**src/rtl/argmax_pkg.sv**
```systemverilog
// Shared types and defaults for the argmax sequencer.
// Holds the FSM state enum and the index-width sizing check.
package argmax_pkg;

  localparam int DEF_NUM_CLASSES = 10;
  localparam int DEF_DATA_W      = 8;
  localparam int DEF_IDX_W       = 4;

  typedef enum logic [1:0] {
    IDLE    = 2'd0,
    COLLECT = 2'd1,
    DONE    = 2'd2
  } state_t;

  // True when IDX_W bits can address every class index.
  function automatic bit idx_w_ok(int idx_w, int num_classes);
    return (64'(1) << idx_w) >= 64'(num_classes);
  endfunction

endpackage

```
**src/rtl/argmax_cmp.sv**
```systemverilog
// Registered running-max stage for the argmax sequencer.
// Strict greater-than update, so ties keep the lowest index.
module argmax_cmp
  import argmax_pkg::*;
#(
  parameter int DATA_W = DEF_DATA_W,
  parameter int IDX_W  = DEF_IDX_W
) (
  input  logic              clk,
  input  logic              rst_n,
  input  logic              clear,
  input  logic              update_en,
  input  logic [DATA_W-1:0] in_data,
  input  logic [IDX_W-1:0]  idx,
  output logic [DATA_W-1:0] best,
  output logic [IDX_W-1:0]  best_idx
);

  logic take;

  // clear marks the first beat of a run: it loads regardless of the old best.
  always_comb begin
    take = update_en && (clear || (in_data > best));
  end

  // Running maximum and the index that produced it.
  always_ff @(posedge clk or negedge rst_n) begin
    if (!rst_n) begin
      best     <= '0;
      best_idx <= '0;
    end else if (take) begin
      best     <= in_data;
      best_idx <= idx;
    end
  end

endmodule

```
**src/rtl/argmax_sequencer.sv**
```systemverilog
// Serial argmax over NUM_CLASSES score beats.
// Three-state FSM shares one compare/update stage across beats.
module argmax_sequencer
  import argmax_pkg::*;
#(
  parameter int NUM_CLASSES = DEF_NUM_CLASSES,
  parameter int DATA_W      = DEF_DATA_W,
  parameter int IDX_W       = DEF_IDX_W
) (
  input  logic              clk,
  input  logic              rst_n,
  input  logic              start,
  input  logic              abort,
  input  logic              in_valid,
  output logic              in_ready,
  input  logic [DATA_W-1:0] in_data,
  output logic              out_valid,
  input  logic              out_ready,
  output logic [IDX_W-1:0]  max_val,
  output logic [DATA_W-1:0] max_score,
  output logic              busy
);

  if (!idx_w_ok(IDX_W, NUM_CLASSES)) begin : g_idx_w_check
    $error("IDX_W too narrow for NUM_CLASSES");
  end

  localparam logic [IDX_W-1:0] LAST = IDX_W'(NUM_CLASSES - 1);

  state_t           state;
  state_t           state_nx;
  logic [IDX_W-1:0] count;
  logic             accept;
  logic             first;

  // Abort masks acceptance even though in_ready is state-decoded.
  always_comb begin
    accept = in_valid && in_ready && !abort;
    first  = (count == '0);
  end

  // State register.
  always_ff @(posedge clk or negedge rst_n) begin
    if (!rst_n) state <= IDLE;
    else        state <= state_nx;
  end

  // Next-state decode; abort has priority over every other event.
  always_comb begin
    state_nx = state;
    if (abort) begin
      state_nx = IDLE;
    end else begin
      unique case (state)
        IDLE:    if (start) state_nx = COLLECT;
        COLLECT: if (accept && count == LAST) state_nx = DONE;
        DONE:    if (out_ready) state_nx = IDLE;
        default: state_nx = IDLE;
      endcase
    end
  end

  // Handshake outputs come from registered state only.
  always_comb begin
    in_ready  = 1'b0;
    out_valid = 1'b0;
    busy      = 1'b0;
    unique case (state)
      IDLE:    ;
      COLLECT: begin
        in_ready = 1'b1;
        busy     = 1'b1;
      end
      DONE:    begin
        out_valid = 1'b1;
        busy      = 1'b1;
      end
      default: ;
    endcase
  end

  // Beat counter: cleared on abort or a new start, bumped per accepted beat.
  always_ff @(posedge clk or negedge rst_n) begin
    if (!rst_n) begin
      count <= '0;
    end else if (abort) begin
      count <= '0;
    end else if (state == IDLE && start) begin
      count <= '0;
    end else if (accept) begin
      count <= count + 1'b1;
    end
  end

  argmax_cmp #(
    .DATA_W (DATA_W),
    .IDX_W  (IDX_W)
  ) u_cmp (
    .clk       (clk),
    .rst_n     (rst_n),
    .clear     (first),
    .update_en (accept),
    .in_data   (in_data),
    .idx       (count),
    .best      (max_score),
    .best_idx  (max_val)
  );

endmodule
```
**config.mk**
```make
export PLATFORM = sky130hd
export DESIGN_NAME = argmax_sequencer
export DESIGN_NICKNAME = d
export VERILOG_FILES = /design/src/rtl/argmax_pkg.sv /design/src/rtl/argmax_cmp.sv /design/src/rtl/argmax_sequencer.sv
export SDC_FILE = /design/constraint.sdc
export NUM_CORES = 1
export LEC_CHECK = 0
export ABC_AREA = 1
export CAP_MARGIN = 20
export CORE_MARGIN = 3
export CORE_UTILIZATION = 30
export DETAILED_ROUTE_END_ITERATION = 12
export DONT_BUFFER_PORTS = 1
export HOLD_SLACK_MARGIN = 0.06
export MAX_ROUTING_LAYER = met4
export PLACE_DENSITY = 0.52
export SLEW_MARGIN = 0
export SYNTH_ARGS = -nofsm -noshare
export SYNTH_HDL_FRONTEND = slang
export SYNTH_SLANG_ARGS = --single-unit
```
**constraint.sdc**
```tcl
create_clock -name clk -period 1.6 [get_ports clk]
set_input_delay 0.48 -clock clk [delete_from_list [all_inputs] [get_ports clk]]
set_output_delay 0.48 -clock clk [all_outputs]
set_load 0.01 [all_outputs]
```
==> results.json <==
{
  "synth.ff_latch_count": 18,
  "wl_per_cell_um": 13.7,
  "yosysTopAreaCellShare": 0.383,
  "hold_class": "in2reg",
  "min_path_cells": 2,
  "grtUsageTotal": 0.128,
  "p_clk_frac": 0.168,
  "min_period_over_period": 1.01,
  "synth_edf_count": 0,
  "hold_end": "u_cmp.best[4]",
  "timing.final.hold_violations": 0,
  "num_vias": 946,
  "drt-initial-drc-count": 31,
  "vdd_drop_max_v": 0.000556,
  "synth-compound-area-share": 0.0394,
  "setup_viol": 8,
  "p_switching_mw": 0.900,
  "syn_area_um2": 1180,
  "synthArstFlopShare": 1.00,
  "synth_ff_type": "dfrtp_1",
  "synth-xor-area-share": 0.00745,
  "cp.arrival_ns": 1.77,
  "total_power_mw": 2.25,
  "nets": 187,
  "yosys_warnings": 0,
  "crit_fanout": 8,
  "antenna_found_initial": 0,
  "min_period_ns": 1.61,
  "io_pins": 29,
  "grt_pass1_wl_um": 4390,
  "synthDistinctLibCells": 21,
  "p_comb_frac": 0.533,
  "fmax_mhz": 621,
  "rows": 22,
  "cts.htree.levels": 1,
  "fp.dieArea_um2": 4710,
  "clkSinkCount": 18,
  "die_w_um": 68.6,
  "synth_adder_area_share": 0.149,
  "postLayoutCoreUtil": 0.413,
  "worstSetupEndpointType": "flop",
  "seq_area_frac_synth": 0.383,
  "clk_latency_ns": 0.26,
  "initial_core_util": 0.316,
  "clk_transition_reported_paths_ns": 0.07,
  "rrSetupSlack_ns": -0.01,
  "slew_viol_final": 0,
  "cts_tree": "yes",
  "worstMarginPinSlew_ns": 0.897,
  "portBuffers": 0,
  "viasPerCell": 4.59,
  "worst_slack_ns": -0.0106,
  "p_leak_nw": 0.743,
  "rsz0062_at_grt": "true",
  "reg2reg_depth": 11,
  "r2r-start": "u_cmp.best[3]",
  "dp.cells": 197,
  "worst_ep_required_time_ns": 1.75,
  "synth_top_family_by_area": "simple AND/OR/NAND/NOR gates",
  "intPower_mw": 1.35,
  "timing.rr.end": "u_cmp.best[0]",
  "maxCapViolations": 0,
  "synth_commonest_cells": "nand2_1 (21), nand2_2 (21), inv_1 (20)",
  "ys_top_cells_by_area": "dfrtp_1 (38%), ha_1 (15%), nand2_2 (11%)",
  "muxShareOfSynthArea": 0,
  "cts_buffer_depth": 2,
  "routabilityCongestion": 0.759,
  "cts-root-buf": "clkbuf_8",
  "syn_inst": 138,
  "grt_pass1_vias": 1000,
  "syn_to_final_growth_pct": 30.5,
  "cts_buffers": 3,
  "swShare": 0.400,
  "synth_nets": 166,
  "violations": "setup timing",
  "power_density_nw_per_um2": 1470,
  "gr-total-overflow": 0,
  "totalWireLength_um": 2830,
  "syn_area_per_cell_um2": 8.52,
  "pre_cts_slack_ns": -0.101,
  "die_h_um": 68.6,
  "start_kind": "flop",
  "min_from": "in_data[4]",
  "p_seq_frac": 0.299,
  "critPathKind": "reg2reg",
  "slew_headroom": 0.400,
  "drt-pass1-iter-count": 3,
  "drive_above_1_share": 0.418,
  "yosys.area_share.simple": 0.323,
  "antennaDiodeCount": 0,
  "skew_ns": 0.00448,
  "synth_top_area_cell": "dfrtp_1",
  "antenna_left": 0,
  "finalNonFillerCells": 206,
  "core_um2": 3720,
  "dp_hpwl_um": 2040,
  "drc_errors": 0,
  "grt_max_degree": 19,
  "status": "finished, violations left"
}
==> per-stage QoR <==
| step | TNS, ns | area, µm² | hold WS [ns] |
|---|---|---|---|
| after floorplan | 0 | 1180 | 0.184 |
| after CTS | 0 | 1390 | 0.369 |
| final | -0.0310 | 1540 | 0.348 |
| after detailed placement | -0.988 | 1320 | 0.185 |
| after global placement | -0.659 | 1320 | 0.185 |
| after global routing | -1.21 | 1540 | 0.343 |
==> power groups by stage <==
stage,clock network [mW],registers [mW],logic (mW)
6_report,0.378,0.672,1.20
5_1_grt,0.420,0.690,1.36
4_1_cts,0.394,0.669,1.06
3_5_place_dp,0,0.679,1.03
3_3_place_gp,0,0.672,0.997
2_1_floorplan,0,0.742,0.624
==> cells by family after synthesis <==
group                      Yosys count
xor gates and xnor gates             1
and+or+nand+nor                     73
adders and majority gates           14
AOI/OAI and AO/OA                    8
buffers and inverters               24
DFF                                 18
==> layout make-up <==
type	count	area [µm²]
fillers	385	2180
multi-input cells	97	737
flip-flops and latches	18	450
repair buffers	18	154
inverters	21	78.8
well taps	48	60.1
clock buffers	4	55.1
==> flip-flops by register name, indices dropped and copies added (netlist names) <==
name            count
u_cmp.best          8
state               2
count               4
u_cmp.best_idx      4
==> worst max-delay path by stage <==
stage	to	cells past startpoint	slack, ns	startpoint
after floorplan	u_cmp.best[0]	11	0.02	in_data[7]
after global placement	u_cmp.best_idx[0]	10	-0.06	in_data[5]
after detailed placement	u_cmp.best_idx[1]	10	-0.10	in_data[5]
after CTS	u_cmp.best_idx[1]	11	0.01	u_cmp.best[5]
after global routing	u_cmp.best[2]	11	-0.11	u_cmp.best[6]
final	u_cmp.best[0]	11	-0.01	u_cmp.best[3]
==> cells in the final DEF, fill, tap and decap left out, drive strengths merged <==
cell / instances
clkbuf: 4
nand3: 17
a21o: 1
nor3: 2
xor2: 1
o21ai: 4
ha: 14
dlygate4sd3: 1
o221ai: 1
buf: 17
a21oi: 2
nand2: 45
dfrtp: 18
nor2: 8
nand4: 2
inv: 21
==> critical path: stages (launching register included) <==
cell and delay, ns:
dfrtp_1 0.38, inv_1 0.09, ha_4 0.20, a21oi_1 0.17
nand2_1 0.08, nand2_1 0.06, nand2_1 0.05, nand2_2 0.08
nand2_4 0.11, buf_12 0.17, nand3_2 0.06, nand2_2 0.05
==> layer usage <==
metal / wire (µm) / up-vias / part of all wire / track usage
met3: 223 / 3 / 0.079 / 0.0438
li1: - / 477 / - / -
met1: 1170 / 441 / 0.41 / 0.144
met2: 1430 / 25 / 0.51 / 0.221
met5: 0 / - / 0 / -
met4: 8 / 0 / 0.0028 / 0.0223
==> what timing repair did <==
action,CTS,global route
buffers inserted,0,3
resized for setup,1,19
endpoints found under the hold margin,18,0
pin swaps,0,7
endpoints found under the setup margin,1,12
cloned,0,1
hold buffers,1,0
Note: power is estimated with default switching activity, not from simulation.
